<file path="src/rtl/gpio_in_filter_if.sv">
// Pad-side conditioning bus: raw pads and filter controls in, clean levels, edge pulses and tick out.
// master = the block driving pads/controls, slave = gpio_in_filter.
interface gpio_in_filter_if #(
  parameter int WIDTH = 32,
  parameter int CNT_W = 8,
  parameter int PRE_W = 16
);
  logic [WIDTH-1:0] pad_in;
  logic [WIDTH-1:0] filt_en;
  logic [CNT_W-1:0] debounce_len;
  logic [PRE_W-1:0] prescale;
  logic             glitch_clr;
  logic [WIDTH-1:0] gpio_clean;
  logic [WIDTH-1:0] rise_pulse;
  logic [WIDTH-1:0] fall_pulse;
  logic             tick;
  logic [15:0]      glitch_count;

  modport master (
    output pad_in, filt_en, debounce_len, prescale, glitch_clr,
    input  gpio_clean, rise_pulse, fall_pulse, tick, glitch_count
  );

  modport slave (
    input  pad_in, filt_en, debounce_len, prescale, glitch_clr,
    output gpio_clean, rise_pulse, fall_pulse, tick, glitch_count
  );
endinterface

</file>
<file path="src/rtl/gpio_in_filter.sv">
// Per-pin synchroniser plus tick-sampled debounce; bypass latency SYNC_STAGES+1, no backpressure.
// Optional glitch counter under GPIO_IN_FILTER_GLITCH_CNT_EN (else glitch_count tied to 0).
module gpio_in_filter #(
  parameter int WIDTH       = 32,
  parameter int SYNC_STAGES = 2,
  parameter int CNT_W       = 8,
  parameter int PRE_W       = 16
) (
  input logic              PCLK,
  input logic              PRESETn,
  gpio_in_filter_if.slave  bus
);

  logic [WIDTH-1:0] sync_q [SYNC_STAGES];
  logic [WIDTH-1:0] sync_w;
  logic [PRE_W-1:0] pre_q;
  logic             run_q;
  logic             tick_w;
  logic [CNT_W-1:0] cnt_q [WIDTH];
  logic [WIDTH-1:0] clean_q;
  logic [WIDTH-1:0] clean_nxt;
  logic [WIDTH-1:0] rise_q;
  logic [WIDTH-1:0] fall_q;

  always_ff @(posedge PCLK or negedge PRESETn) begin
    if (!PRESETn) begin
      for (int s = 0; s < SYNC_STAGES; s++) sync_q[s] <= '0;
    end else begin
      sync_q[0] <= bus.pad_in;
      for (int s = 1; s < SYNC_STAGES; s++) sync_q[s] <= sync_q[s-1];
    end
  end

  assign sync_w = sync_q[SYNC_STAGES-1];

  // run_q keeps tick low while reset is held even though the counter sits at 0
  assign tick_w = run_q & (pre_q == '0);

  always_ff @(posedge PCLK or negedge PRESETn) begin
    if (!PRESETn) begin
      pre_q <= '0;
      run_q <= 1'b0;
    end else begin
      run_q <= 1'b1;
      if (tick_w)
        pre_q <= bus.prescale;
      else if (run_q)
        pre_q <= pre_q - PRE_W'(1);
    end
  end

  always_comb begin
    clean_nxt = clean_q;
    for (int i = 0; i < WIDTH; i++) begin
      if (!bus.filt_en[i])
        clean_nxt[i] = sync_w[i];
      else if (tick_w && (sync_w[i] != clean_q[i]) && (cnt_q[i] >= bus.debounce_len))
        clean_nxt[i] = sync_w[i];
    end
  end

  always_ff @(posedge PCLK or negedge PRESETn) begin
    if (!PRESETn) begin
      for (int i = 0; i < WIDTH; i++) cnt_q[i] <= '0;
      clean_q <= '0;
      rise_q  <= '0;
      fall_q  <= '0;
    end else begin
      for (int i = 0; i < WIDTH; i++) begin
        if (!bus.filt_en[i])
          cnt_q[i] <= '0;
        else if (tick_w) begin
          // accepting or seeing agreement both restart the stability count
          if ((sync_w[i] == clean_q[i]) || (cnt_q[i] >= bus.debounce_len))
            cnt_q[i] <= '0;
          else
            cnt_q[i] <= cnt_q[i] + CNT_W'(1);
        end
      end
      clean_q <= clean_nxt;
      rise_q  <= clean_nxt & ~clean_q;
      fall_q  <= ~clean_nxt & clean_q;
    end
  end

  assign bus.gpio_clean = clean_q;
  assign bus.rise_pulse = rise_q;
  assign bus.fall_pulse = fall_q;
  assign bus.tick       = tick_w;

`ifdef GPIO_IN_FILTER_GLITCH_CNT_EN
  logic [WIDTH-1:0] rej_w;
  logic [15:0]      glitch_q;

  always_comb begin
    rej_w = '0;
    for (int i = 0; i < WIDTH; i++)
      rej_w[i] = bus.filt_en[i] & tick_w & (sync_w[i] == clean_q[i]) & (cnt_q[i] != '0);
  end

  always_ff @(posedge PCLK or negedge PRESETn) begin
    if (!PRESETn)
      glitch_q <= '0;
    else if (bus.glitch_clr)
      glitch_q <= '0;
    else if ((|rej_w) && (glitch_q != 16'hFFFF))
      glitch_q <= glitch_q + 16'd1;
  end

  assign bus.glitch_count = glitch_q;
`else
  logic unused_glitch_clr;
  assign unused_glitch_clr = bus.glitch_clr;
  assign bus.glitch_count  = '0;
`endif

endmodule
</file>
<file path="src/flat_wrapper.sv">
// flat-port wrapper written by rule: the top's interface ports become plain ports
module gpio_in_filter_flat 
#(
  parameter int WIDTH       = 32,
  parameter int SYNC_STAGES = 2,
  parameter int CNT_W       = 8,
  parameter int PRE_W       = 16
)
  (PCLK, PRESETn, bus_pad_in, bus_filt_en, bus_debounce_len, bus_prescale, bus_glitch_clr, bus_gpio_clean, bus_rise_pulse, bus_fall_pulse, bus_tick, bus_glitch_count);
  gpio_in_filter_if #(.WIDTH(WIDTH), .CNT_W(CNT_W), .PRE_W(PRE_W)) bus_i ();
  input logic PCLK;
  input logic PRESETn;
  input wire logic [$bits(bus_i.pad_in)-1:0] bus_pad_in;
  input wire logic [$bits(bus_i.filt_en)-1:0] bus_filt_en;
  input wire logic [$bits(bus_i.debounce_len)-1:0] bus_debounce_len;
  input wire logic [$bits(bus_i.prescale)-1:0] bus_prescale;
  input wire logic [$bits(bus_i.glitch_clr)-1:0] bus_glitch_clr;
  output wire logic [$bits(bus_i.gpio_clean)-1:0] bus_gpio_clean;
  output wire logic [$bits(bus_i.rise_pulse)-1:0] bus_rise_pulse;
  output wire logic [$bits(bus_i.fall_pulse)-1:0] bus_fall_pulse;
  output wire logic [$bits(bus_i.tick)-1:0] bus_tick;
  output wire logic [$bits(bus_i.glitch_count)-1:0] bus_glitch_count;
  assign bus_i.pad_in = bus_pad_in;
  assign bus_i.filt_en = bus_filt_en;
  assign bus_i.debounce_len = bus_debounce_len;
  assign bus_i.prescale = bus_prescale;
  assign bus_i.glitch_clr = bus_glitch_clr;
  assign bus_gpio_clean = bus_i.gpio_clean;
  assign bus_rise_pulse = bus_i.rise_pulse;
  assign bus_fall_pulse = bus_i.fall_pulse;
  assign bus_tick = bus_i.tick;
  assign bus_glitch_count = bus_i.glitch_count;
  gpio_in_filter #(.WIDTH(WIDTH), .SYNC_STAGES(SYNC_STAGES), .CNT_W(CNT_W), .PRE_W(PRE_W)) u_core (.PCLK(PCLK), .PRESETn(PRESETn), .bus(bus_i));
endmodule
</file>
<file path="config.mk">
export PLATFORM = sky130hd
export DESIGN_NAME = gpio_in_filter_flat
export DESIGN_NICKNAME = d
export VERILOG_FILES = /design/src/rtl/gpio_in_filter_if.sv /design/src/rtl/gpio_in_filter.sv /design/src/flat_wrapper.sv
export SDC_FILE = /design/constraint.sdc
export NUM_CORES = 1
export LEC_CHECK = 0
export BUFFER_PORTS_ARGS = -buffer_cell sky130_fd_sc_hd__buf_4
export CAP_MARGIN = 20
export CORE_ASPECT_RATIO = 1.25
export CORE_MARGIN = 5
export CORE_UTILIZATION = 35
export DETAILED_ROUTE_END_ITERATION = 8
export PLACE_DENSITY = 0.5
export SYNTH_ARGS = -nofsm -noshare
export SYNTH_HDL_FRONTEND = slang
export SYNTH_SLANG_ARGS = --single-unit
</file>
<file path="constraint.sdc">
create_clock -name PCLK -period 6.5 [get_ports PCLK]
set_input_delay 0.325 -clock PCLK [delete_from_list [all_inputs] [get_ports PCLK]]
set_output_delay 0.325 -clock PCLK [all_outputs]
set_load 0.02 [all_outputs]
</file>
==> results_dict.tcl, run 1 <==
set metrics [dict create \
    grt_max_degree 157 \
    power.share.clock_pct 44.5 \
    status "finished clean" \
    cp_max_fo 36 \
    path_clk_slew_ns 0.06 \
    ys_warn_count 0 \
    reg2reg_to "u_core.bus.gpio_clean[9]$_DFF_PN0_" \
    globalRouteMet1Util_pct 23.0 \
    grt_use_met2_pct 31.0 \
    synth_most_common_cell "dfrtp_1" \
    coreArea_um2 73600 \
    synth_top_family_by_area "compound AO/OA/AOI/OAI gates" \
    synth_compound_area_share_pct 20.6 \
    root_buffer "clkbuf_16" \
    worst_r2r_startpoint "u_core.run_q$_DFF_PN0_" \
    power_frac_comb_pct 13.1 \
    min_path_cells 3 \
    period_share_pct 49.3 \
    reg2reg_slack_ns 3.30 \
    skew_ns 0.0293 \
    synth.ff_latch_count 433 \
    place_congestion 0.793 \
    grt_busiest_layer "met2" \
    powerDensity_nw_per_um2 220 \
    synth.mux.area_fraction_pct 1.57 \
    synth-simple-area-share_pct 18.4 \
    worstHoldPathType "in2reg" \
    ant_nets 0 \
    r2r_cells 6 \
    synth_top_area_share_pct 41.6 \
    worst_pin_slew_ns 1.08 \
    first_global_vias 22000 \
    final_max_slew_viol_count 0 \
    wl_um 72200 \
    synth_cells 2563 \
    layout.cells.non_filler 3854 \
    synth_area_um2 26100 \
    worstHoldStart "bus_prescale[11]" \
    grt_first_pass_wirelength_um 117000 \
    cp.required_ns 6.97 \
    synth.yosys.seq_area_share_pct 41.6 \
    overflow 0 \
    ios 204 \
    hold_viol 0 \
    postCtsSetupRepairBufs 0 \
    cts_max_level 2 \
    switching_share_pct 26.5 \
    gr-usage-all-layers_pct 17.9 \
    clock-sinks 433 \
    portBuffers 186 \
    start_kind "flop" \
    fin_crit_ns 3.20 \
    synthAdderAreaFrac_pct 13.9 \
    yosysTopAreaCell "dfrtp_1" \
    max_cap_violations 0 \
    ir_worst_vdd_uv 190 \
    dp_hpwl_um 47000 \
    synth_area_leaders "dfrtp_1 (42%), ha_1 (14%), o21ai_0 (3.9%)" \
    synth_ff_type "dfrtp_1" \
    synthTopCellsByCount "dfrtp_1 (433), ha_1 (289), o21ai_0 (204)" \
    antenna_found_initial 2 \
    die_h_um 315 \
    rsz0062_at_grt "no" \
    synthXorXnorAreaFrac_pct 1.41 \
    relSlewSlack_pct 28.2 \
    syn_to_final_growth_pct 19.3 \
    drt_pre_antenna_iters 7 \
    setup_violations 0 \
    grt_util_met3_pct 2.79 \
    layout-drive-gt1-share_pct 14.7 \
    row_count 111 \
    async_flop_share_pct 100 \
    viasPerCell 5.55 \
    p_int_mw 5.04 \
    leakagePower_nw 14.5 \
    min_to "u_core.pre_q[11]$_DFFE_PN0P_" \
    drt_iter0_drc 1082 \
    clockBufferDepth 3 \
    seq_power_share_pct 42.5 \
    post_drt_wl_per_cell_um 18.7 \
    synth_edf_count 0 \
    worstSetupPathType "reg2reg" \
    cts-buffers-inserted 52 \
    initial_core_util_pct 35.4 \
    worstSetupEndpointType "flop" \
    ys_types 70 \
    dp_cells 3687 \
    syn_avg_cell_area_um2 10.2 \
    cp.arrival_ns 3.67 \
    switchingPower_mw 1.81 \
    fin_tns_setup_ns 0 \
    max_freq_mhz 312 \
    clock_latency_ns 0.60 \
    cts_tree "built" \
    drc 0 \
    die_w_um 254 \
    dieArea_um2 80000 \
    final_net_count 3234 \
    vias 21400 \
]
cells by family (layout without fill, tap and decap cells):
group                      after synthesis  after routing
and+or+nand+nor                        851            851
other                                    2             18
adders and majority gates              289            289
xor gates and xnor gates                42             42
muxes                                   34             34
AOI/OAI and AO/OA                      769            769
buffers and inverters                  143            458
DFF                                    433            433
registers in the layout, summed over array words and instances (netlist names):
signal and cells:
u_core.sync_q 32, u_core.pre_q 16, u_core.run_q 1, u_core.bus.rise_pulse 32, u_core.bus.fall_pulse 32, u_core.cnt_q 256
u_core.bus.gpio_clean 32, u_core.sync_w 32
power groups by stage:
stage | Sequential (mW) | Combinational [mW] | Clock (mW)
after CTS | 2.91 | 0.912 | 3.17
after global placement | 2.95 | 0.853 | 0
after global routing | 2.93 | 1.00 | 3.28
after detailed placement | 2.96 | 0.872 | 0
after floorplan | 2.99 | 0.450 | 0
final | 2.91 | 0.896 | 3.05
placed cells by master (no fill, tap or decap), drive strengths merged, types with 39 or more instances in the layout:
cell / synthesis / layout
a21oi: 87 / 87
dfrtp: 433 / 433
a21o: 43 / 43
xnor2: 40 / 40
or3: 44 / 44
nand3: 190 / 190
dlygate4sd3: 0 / 70
inv: 88 / 89
nand2: 149 / 149
nor3b: 65 / 65
o2bb2ai: 76 / 76
and3: 94 / 94
a22o: 43 / 43
buf: 41 / 207
ha: 289 / 289
nor2: 39 / 39
clkbuf: 14 / 78
a211oi: 62 / 62
o31ai: 82 / 82
o21ai: 238 / 238
nand2b: 127 / 127
per-layer routing:
metal	part of all wire, %	wire [um]	vias up
li1	-	-	10300
met2	49	35300	411
met1	44	31700	10600
met5	0.015	11	-
met3	4.2	3070	131
met4	3.0	2140	2
worst max-delay path, stage by stage, from the launching register on:
cell and delay, ns:
dfrtp_1 0.62, and4bb_2 0.44, nand3_4 0.11, buf_4 0.75
o21ai_1 0.48, o21ai_1 0.30, mux2_2 0.37
how the worst max path moves through the flow:
stage | start | slack [ns] | cells past startpoint | endpoint
floorplan | bus_debounce_len[6] | 3.78 | 7 | u_core.cnt_q[166]$_DFFE_PN0P_
global route | u_core.run_q$_DFF_PN0_ | 3.07 | 6 | u_core.bus.gpio_clean[9]$_DFF_PN0_
detailed placement | bus_debounce_len[7] | 3.00 | 9 | u_core.bus.gpio_clean[3]$_DFF_PN0_
global placement | bus_debounce_len[7] | 3.05 | 9 | u_core.bus.gpio_clean[3]$_DFF_PN0_
finish | u_core.run_q$_DFF_PN0_ | 3.30 | 6 | u_core.bus.gpio_clean[9]$_DFF_PN0_
CTS | u_core.run_q$_DFF_PN0_ | 3.29 | 6 | u_core.bus.gpio_clean[9]$_DFF_PN0_
layout make-up:
cell class | count | area [um^2]
fill | 7074 | 42500
multi-input combinational | 2002 | 14700
sequential | 433 | 10800
timing repair buffer | 277 | 2280
clock buffer | 78 | 1550
tap | 960 | 1200
inverter | 88 | 330
clock inverter | 15 | 231
antenna | 1 | 2.50
through the flow:
| step | utilization [%] | setup slack, ns | instance area, um^2 | total power [mW] | hold slack, ns |
|---|---|---|---|---|---|
| after global placement | 38.8 | 3.05 | 28600 | 3.80 | 0.333 |
| final | 42.2 | 3.30 | 31100 | 6.85 | 0.0481 |
| after CTS | 42.2 | 3.29 | 31100 | 6.99 | 0.00251 |
| after floorplan | - | 3.78 | 26100 | 3.44 | 0.0294 |
| after global routing | 42.2 | 3.07 | 31100 | 7.21 | 0.0468 |
| after detailed placement | 38.8 | 3.00 | 28600 | 3.83 | 0.335 |
repair_timing:
| item | 4_1_cts | 5_1_grt |
|---|---|---|
| hold buffers | 70 | 0 |
| gates resized for setup | 0 | 0 |
| hold endpoints to repair | 183 | 0 |
Power figures use the tool's default switching activity.
==> run 2, diff against run 1 <==
--- a/config.mk
+++ b/config.mk
@@ -5,13 +5,14 @@
 export SDC_FILE = /design/constraint.sdc
 export NUM_CORES = 1
 export LEC_CHECK = 0
+export ABC_AREA = 1
 export BUFFER_PORTS_ARGS = -buffer_cell sky130_fd_sc_hd__buf_4
 export CAP_MARGIN = 20
 export CORE_ASPECT_RATIO = 1.25
 export CORE_MARGIN = 5
 export CORE_UTILIZATION = 35
 export DETAILED_ROUTE_END_ITERATION = 8
-export PLACE_DENSITY = 0.5
+export PLACE_DENSITY = 0.52
 export SYNTH_ARGS = -nofsm -noshare
 export SYNTH_HDL_FRONTEND = slang
 export SYNTH_SLANG_ARGS = --single-unit
==> constraint.sdc (replaced) <==
create_clock -name PCLK -period 2.9 [get_ports PCLK]
set_input_delay 0.145 -clock PCLK [delete_from_list [all_inputs] [get_ports PCLK]]
set_output_delay 0.145 -clock PCLK [all_outputs]
set_load 0.02 [all_outputs]
==> run 2 against run 1 <==
Compared with the run above:
- combinational power rose to 2.8 times the previous value
- clock power rose by 140%
- synthesized cell count rose by 59%
- final cell count rose by 43%
- sequential power rose by 130%
- global-route usage fell by 1.4 points
- hold slack got worse by 0.0067 ns
- cell area rose by 10%
- sequential share of layout area fell by 3.2 points
- synthesized area rose by 10%
- clock-buffer cell count fell by 14
- core utilization fell by 0.27 points
- critical path type is now reg2out
- largest cell class unchanged
- largest power group unchanged
- highest routed layer is now met4
==> results_dict.tcl, run 2 <==
set metrics [dict create \
    num-fill-cells 8399 \
    worstSetupPathType "reg2out" \
    synth_cells 4082 \
    die_h_um 331 \
    dp_hpwl_um 50100 \
    synth_top_area_share_pct 37.7 \
    ir_worst_vdd_uv 378 \
    syn_to_final_growth_pct 18.9 \
    register_area_um2 10800 \
    yosysTopAreaCell "dfrtp_1" \
    place_ws_ns 0.585 \
    switching_share_pct 28.4 \
    reg2reg_to "u_core.bus.rise_pulse[29]$_DFF_PN0_" \
    synth_area_um2 28800 \
    ios 204 \
    drc 0 \
    viasPerCell 4.53 \
    worstHoldPathType "in2reg" \
    path_clk_slew_ns 0.06 \
    vias 24900 \
    p_int_mw 11.7 \
    layout.cells.non_filler 5498 \
    min_path_cells 4 \
    synth.yosys.seq_area_share_pct 37.7 \
    start_kind "flop" \
    cts-buffers-inserted 53 \
    async_flop_share_pct 100 \
    min_to "u_core.cnt_q[128]$_DFFE_PN0P_" \
    period_share_pct 93.2 \
    portBuffers 186 \
    synth_edf_count 0 \
    row_count 117 \
    seq_power_share_pct 40.2 \
    ys_warn_count 0 \
    cp.required_ns 2.76 \
    initial_core_util_pct 35.3 \
    setup_violations 0 \
    power.share.clock_pct 44.5 \
    layout-drive-gt1-share_pct 8.25 \
    root_buffer "clkbuf_16" \
    stdcell_area_um2 34200 \
    cts_max_level 2 \
    dieArea_um2 88100 \
    dpl_cell_area_um2 31500 \
    clock_latency_ns 0.61 \
    overflow 0 \
    drt_iter0_drc 1195 \
    powerDensity_nw_per_um2 478 \
    place_congestion 0.827 \
    first_global_vias 23800 \
    fin_crit_ns 2.70 \
    cts_tree "built" \
    worst_r2r_startpoint "u_core.pre_q[0]$_DFFE_PN0P_" \
    max_freq_mhz 370 \
    hold_viol 0 \
    clockBufferDepth 3 \
    top_register "u_core.cnt_q" \
    synth_most_common_cell "nand2_1" \
    status "finished clean" \
    rsz0062_at_grt "no" \
    coreArea_um2 81500 \
    synth_area_leaders "dfrtp_1 (38%), nand2_1 (19%), ha_1 (13%)" \
    relSlewSlack_pct 58.2 \
    post_drt_wl_per_cell_um 13.1 \
    dp_cells 5323 \
    final_max_slew_viol_count 0 \
    mostFrequentLayoutCells "nand2_1 (1458), inv_1 (736), dfrtp_1 (433), nor2_1 (396), ha_1 (289)" \
    skew_ns 0.0143 \
    ant_nets 0 \
    r2r_cells 9 \
    ys_types 34 \
    die_w_um 266 \
    reg2reg_slack_ns 0.64 \
    grt_first_pass_wirelength_um 120000 \
    multi_input_area_um2 14700 \
    switchingPower_mw 4.65 \
    drt_pre_antenna_iters 5 \
    final_net_count 4765 \
    worst_pin_slew_ns 0.627 \
    power_frac_comb_pct 15.3 \
    worstSetupEndpointType "output pin" \
    gr-usage-all-layers_pct 16.5 \
    fin_ws_ns 0.197 \
    max_cap_violations 0 \
    worstHoldStart "bus_filt_en[15]" \
    cp_max_fo 29 \
    synth.ff_latch_count 433 \
    fin_tns_setup_ns 0 \
    cp.arrival_ns 2.56 \
    antenna_found_initial 1 \
    wl_um 72300 \
    clock-sinks 433 \
    synth_ff_type "dfrtp_1" \
    leakagePower_nw 19.6 \
    syn_avg_cell_area_um2 7.05 \
    layout_commonest_cell "nand2_1" \
    largest_reg_flops 256 \
    synthTopCellsByCount "nand2_1 (1458), inv_1 (743), dfrtp_1 (433)" \
    grt_max_degree 68 \
]
==> run 2: cell types whose count changed in the layout (fill, tap and decap cells not counted), moves of 55 or more <==
| cell | change |
|---|---|
| a211oi_1 | -61 |
| a21oi_1 | -75 |
| and3_1 | -93 |
| inv_1 | +655 |
| nand2_1 | +1311 |
| nand2b_1 | -127 |
| nand3_1 | +81 |
| nand4_1 | +168 |
| nor2_1 | +358 |
| nor3_1 | +55 |
| nor3b_1 | -65 |
| o21ai_0 | -161 |
| o2bb2ai_1 | -76 |
| o31ai_1 | -82 |
==> run 2: worst max path at each step <==
stage                                           start                            end  slack [ns]  depth (start not counted)
final                     u_core.pre_q[0]$_DFFE_PN0P_                       bus_tick        0.20                          8
after global routing      u_core.pre_q[0]$_DFFE_PN0P_                       bus_tick       0.002                          8
after CTS                 u_core.pre_q[0]$_DFFE_PN0P_                       bus_tick       0.006                          8
after detailed placement  u_core.pre_q[0]$_DFFE_PN0P_   u_core.cnt_q[54]$_DFFE_PN0P_        0.58                          9
after global placement    u_core.pre_q[0]$_DFFE_PN0P_   u_core.cnt_q[23]$_DFFE_PN0P_        0.61                          9
after floorplan                   bus_debounce_len[7]  u_core.cnt_q[120]$_DFFE_PN0P_        0.95                          9
==> run 2: final cells by class <==
cell class / instances / area share, %
antenna: 1 / 0.00731
sequential: 433 / 31.7
timing repair buffer: 298 / 7.68
multi-input combinational: 2852 / 43.0
tap: 1071 / 3.92
clock buffer: 64 / 4.20
inverter: 747 / 8.21
clock inverter: 32 / 1.34
==> run 2: worst max-delay path, cell delays in order (launching register included) <==
cell	delay, ns
dfrtp_1	0.40
inv_1	0.08
ha_1	0.24
nand3_2	0.16
nor3_4	0.23
nand2_2	0.18
inv_6	0.30
buf_4	0.19
buf_4	0.14
==> run 2: stage by stage <==
stage               utilization (%)  total power, mW  hold WS, ns
floorplan                         -             8.24       -0.151
global placement               38.7             9.13        0.192
detailed placement             38.7             9.15        0.194
CTS                            42.0             16.7      0.00783
global route                   42.0             17.3       0.0599
finish                         42.0             16.4       0.0413
==> run 2: layer usage <==
metal	share of wire (%)	vias to the layer above	GRT usage (%)	wire, um
li1	-	13200	-	-
met1	46	11300	21.4	33600
met2	48	303	29.0	34700
met3	3.5	88	2.30	2500
met4	2.1	0	3.91	1500
met5	0	-	0	0
==> run 2: repair_timing <==
item / 4_1_cts / 5_1_grt
endpoints found under the hold margin: 328 / 0
hold buffers: 78 / 0
resized for setup: 0 / 1
setup buffers: 0 / 0
endpoints found under the setup margin: 0 / 1
==> run 2: logic make-up (layout without fill, tap and decap cells) <==
| kind of cell | Yosys count | in the layout | synth area share [%] |
|---|---|---|---|
| XOR/XNOR | 68 | 68 | 2.07 |
| buffers and inverters | 812 | 1141 | 11.4 |
| adder cells (fa/ha/maj) | 289 | 289 | 12.6 |
| AO/OA/AOI/OAI | 66 | 66 | 1.19 |
| other | 2 | 18 | 0.0261 |
| AND/OR/NAND/NOR | 2412 | 2412 | 35.0 |
| flip-flops | 433 | 433 | 37.7 |
==> run 2: power groups by stage <==
| stage | clock [mW] | sequential [mW] | combinational, mW |
|---|---|---|---|
| global placement | 0 | 6.69 | 2.44 |
| CTS | 7.58 | 6.58 | 2.55 |
| floorplan | 0 | 6.74 | 1.50 |
| finish | 7.29 | 6.58 | 2.50 |
| detailed placement | 0 | 6.69 | 2.46 |
| global route | 7.79 | 6.63 | 2.90 |
==> run 3, diff against run 2 <==
--- a/config.mk
+++ b/config.mk
@@ -6,13 +6,13 @@
 export NUM_CORES = 1
 export LEC_CHECK = 0
 export ABC_AREA = 1
-export BUFFER_PORTS_ARGS = -buffer_cell sky130_fd_sc_hd__buf_4
 export CAP_MARGIN = 20
 export CORE_ASPECT_RATIO = 1.25
 export CORE_MARGIN = 5
 export CORE_UTILIZATION = 35
 export DETAILED_ROUTE_END_ITERATION = 8
-export PLACE_DENSITY = 0.52
+export DONT_BUFFER_PORTS = 1
+export PLACE_DENSITY = 0.5
 export SYNTH_ARGS = -nofsm -noshare
 export SYNTH_HDL_FRONTEND = slang
 export SYNTH_SLANG_ARGS = --single-unit
==> run 3 against run 2 <==
Compared with the run above:
- non-clock buffer count down 202
- the flow now finishes with violations (negative hold slack)
- critical endpoint unchanged
- die area unchanged
- fmax up 2.3%
- highest routed layer unchanged
- global-route usage decreased by 0.28 points
==> results_dict.tcl, run 3 (same netlist as run 2, synthesis figures left out) <==
set metrics [dict create \
    reg2reg_slack_ns 0.61 \
    overflow 0 \
    post_drt_wl_per_cell_um 13.4 \
    crit_chain "inv_1 > ha_1 > nand3_2 > nor3_4 > nand2_2 > inv_4 > buf_12" \
    r2r_cells 11 \
    largest_reg_flops 256 \
    critical_path_depth 7 \
    worstHoldPathType "in2async" \
    final_max_slew_viol_count 0 \
    relSlewSlack_pct 11.4 \
    grt_max_degree 434 \
    cts_tree "built" \
    worstSetupEndpointType "output pin" \
    syn_to_final_growth_pct 13.4 \
    ir_worst_vdd_uv 462 \
    initial_core_util_pct 35.3 \
    num-fill-cells 8442 \
    cts_max_level 2 \
    drc 0 \
    fin_tns_setup_ns 0 \
    ios 204 \
    clock-sinks 433 \
    cp_num_buf_inv 3 \
    ant_nets 0 \
    period_share_pct 91.1 \
    max_cap_violations 0 \
    postLayoutCoreUtil_pct 40.0 \
    coreArea_um2 81500 \
    cp.required_ns 2.76 \
    leakagePower_nw 18.6 \
    final_net_count 4562 \
    power_mw 16.0 \
    register_area_um2 10800 \
    crit_slowest_cell "dfrtp_1" \
    holdBufCountCts 80 \
    cpPeakStageDelay_ns 0.40 \
    top_register "u_core.cnt_q" \
    path_clk_slew_ns 0.06 \
    reg2reg_to "u_core.bus.gpio_clean[3]$_DFF_PN0_" \
    wl_um 71100 \
    clockBufferDepth 3 \
    viasPerCell 4.60 \
    violations "negative hold slack" \
    grt_first_pass_wirelength_um 118000 \
    status "finished with violations" \
    gr-usage-all-layers_pct 16.2 \
    worstSetupPathType "reg2out" \
    root_buffer "clkbuf_16" \
    drt_pre_antenna_iters 7 \
    cp.arrival_ns 2.50 \
    max_freq_mhz 379 \
    powerDensity_nw_per_um2 491 \
    portBuffers 0 \
    layout_commonest_cell "nand2_1" \
    multi_input_area_um2 14700 \
    critPathTopFamily "buffers and inverters" \
    skew_ns 0.0167 \
    cts_resized 0 \
    dieArea_um2 88100 \
    row_count 117 \
    dp_hpwl_um 47500 \
    die_h_um 331 \
    rsz0062_at_grt "no" \
    timing.hold.ws_ns -0.736 \
    vias 24400 \
    place_congestion 0.820 \
    clock_latency_ns 0.61 \
    cts-buffers-inserted 52 \
    mostFrequentLayoutCells "nand2_1 (1458), inv_1 (736), dfrtp_1 (433), nor2_1 (396), ha_1 (289)" \
    worst_r2r_startpoint "u_core.pre_q[0]$_DFFE_PN0P_" \
    layout-drive-gt1-share_pct 3.81 \
    antenna_found_initial 4 \
    worst_pin_slew_ns 1.33 \
    setup_violations 0 \
    start_kind "flop" \
    fin_crit_ns 2.64 \
    postCtsSetupRepairBufs 0 \
    hold_viol 433 \
    drt_iter0_drc 1116 \
    cp_max_fo 28 \
    die_w_um 266 \
    first_global_vias 23500 \
]
run 3: cell count changes in the layout (fill, tap and decap cells not counted), moves of 2 or more:
cell,previous run,this run
clkinv_2,13,16
buf_4,204,7
diode_2,1,4
clkinvlp_4,6,4
dlygate4sd3_1,78,80
buf_12,15,9
clkbuf_8,7,5
run 3: through the flow:
step | cells | setup slack [ns] | instance area [um^2] | hold WS, ns
floorplan | 4097 | 0.955 | 28800 | -0.151
global route | 5296 | 0.0233 | 32600 | -0.791
detailed placement | 5119 | 0.570 | 29900 | -0.124
global placement | 5119 | 0.573 | 29900 | -0.124
finish | 5299 | 0.259 | 32600 | -0.736
CTS | 5295 | 0.143 | 32600 | -0.807
run 3: routing by layer:
metal  global-route usage (%)  vias to the layer above  share of wire [%]
li1                         -                    12800                  -
met1                     20.7                    11100                 46
met2                     28.3                      335                 47
met3                     3.02                      102                4.6
met4                     4.06                        0                2.3
met5                        0                        -                  0
run 3: worst max-delay path by stage:
stage	from	endpoint	slack, ns
floorplan	bus_debounce_len[7]	u_core.cnt_q[120]$_DFFE_PN0P_	0.95
global placement	u_core.pre_q[0]$_DFFE_PN0P_	u_core.bus.gpio_clean[3]$_DFF_PN0_	0.57
detailed placement	u_core.pre_q[0]$_DFFE_PN0P_	u_core.bus.gpio_clean[3]$_DFF_PN0_	0.57
CTS	u_core.pre_q[0]$_DFFE_PN0P_	bus_tick	0.14
global route	u_core.pre_q[0]$_DFFE_PN0P_	bus_tick	0.02
finish	u_core.pre_q[0]$_DFFE_PN0P_	bus_tick	0.26
run 3: layout make-up:
class,count,share of cell area (%)
antenna,4,0.0307
clock buffer,62,4.32
clock inverter,34,1.50
inverter,747,8.60
multi-input combinational,2852,45.1
sequential,433,33.2
tap,1071,4.11
timing repair buffer,96,3.17
run 3: report_power, final:
part           switching (mW)  internal (mW)
Sequential              0.388           6.32
Combinational            1.28          0.702
Clock                    2.80           4.53
Total                    4.47           11.5
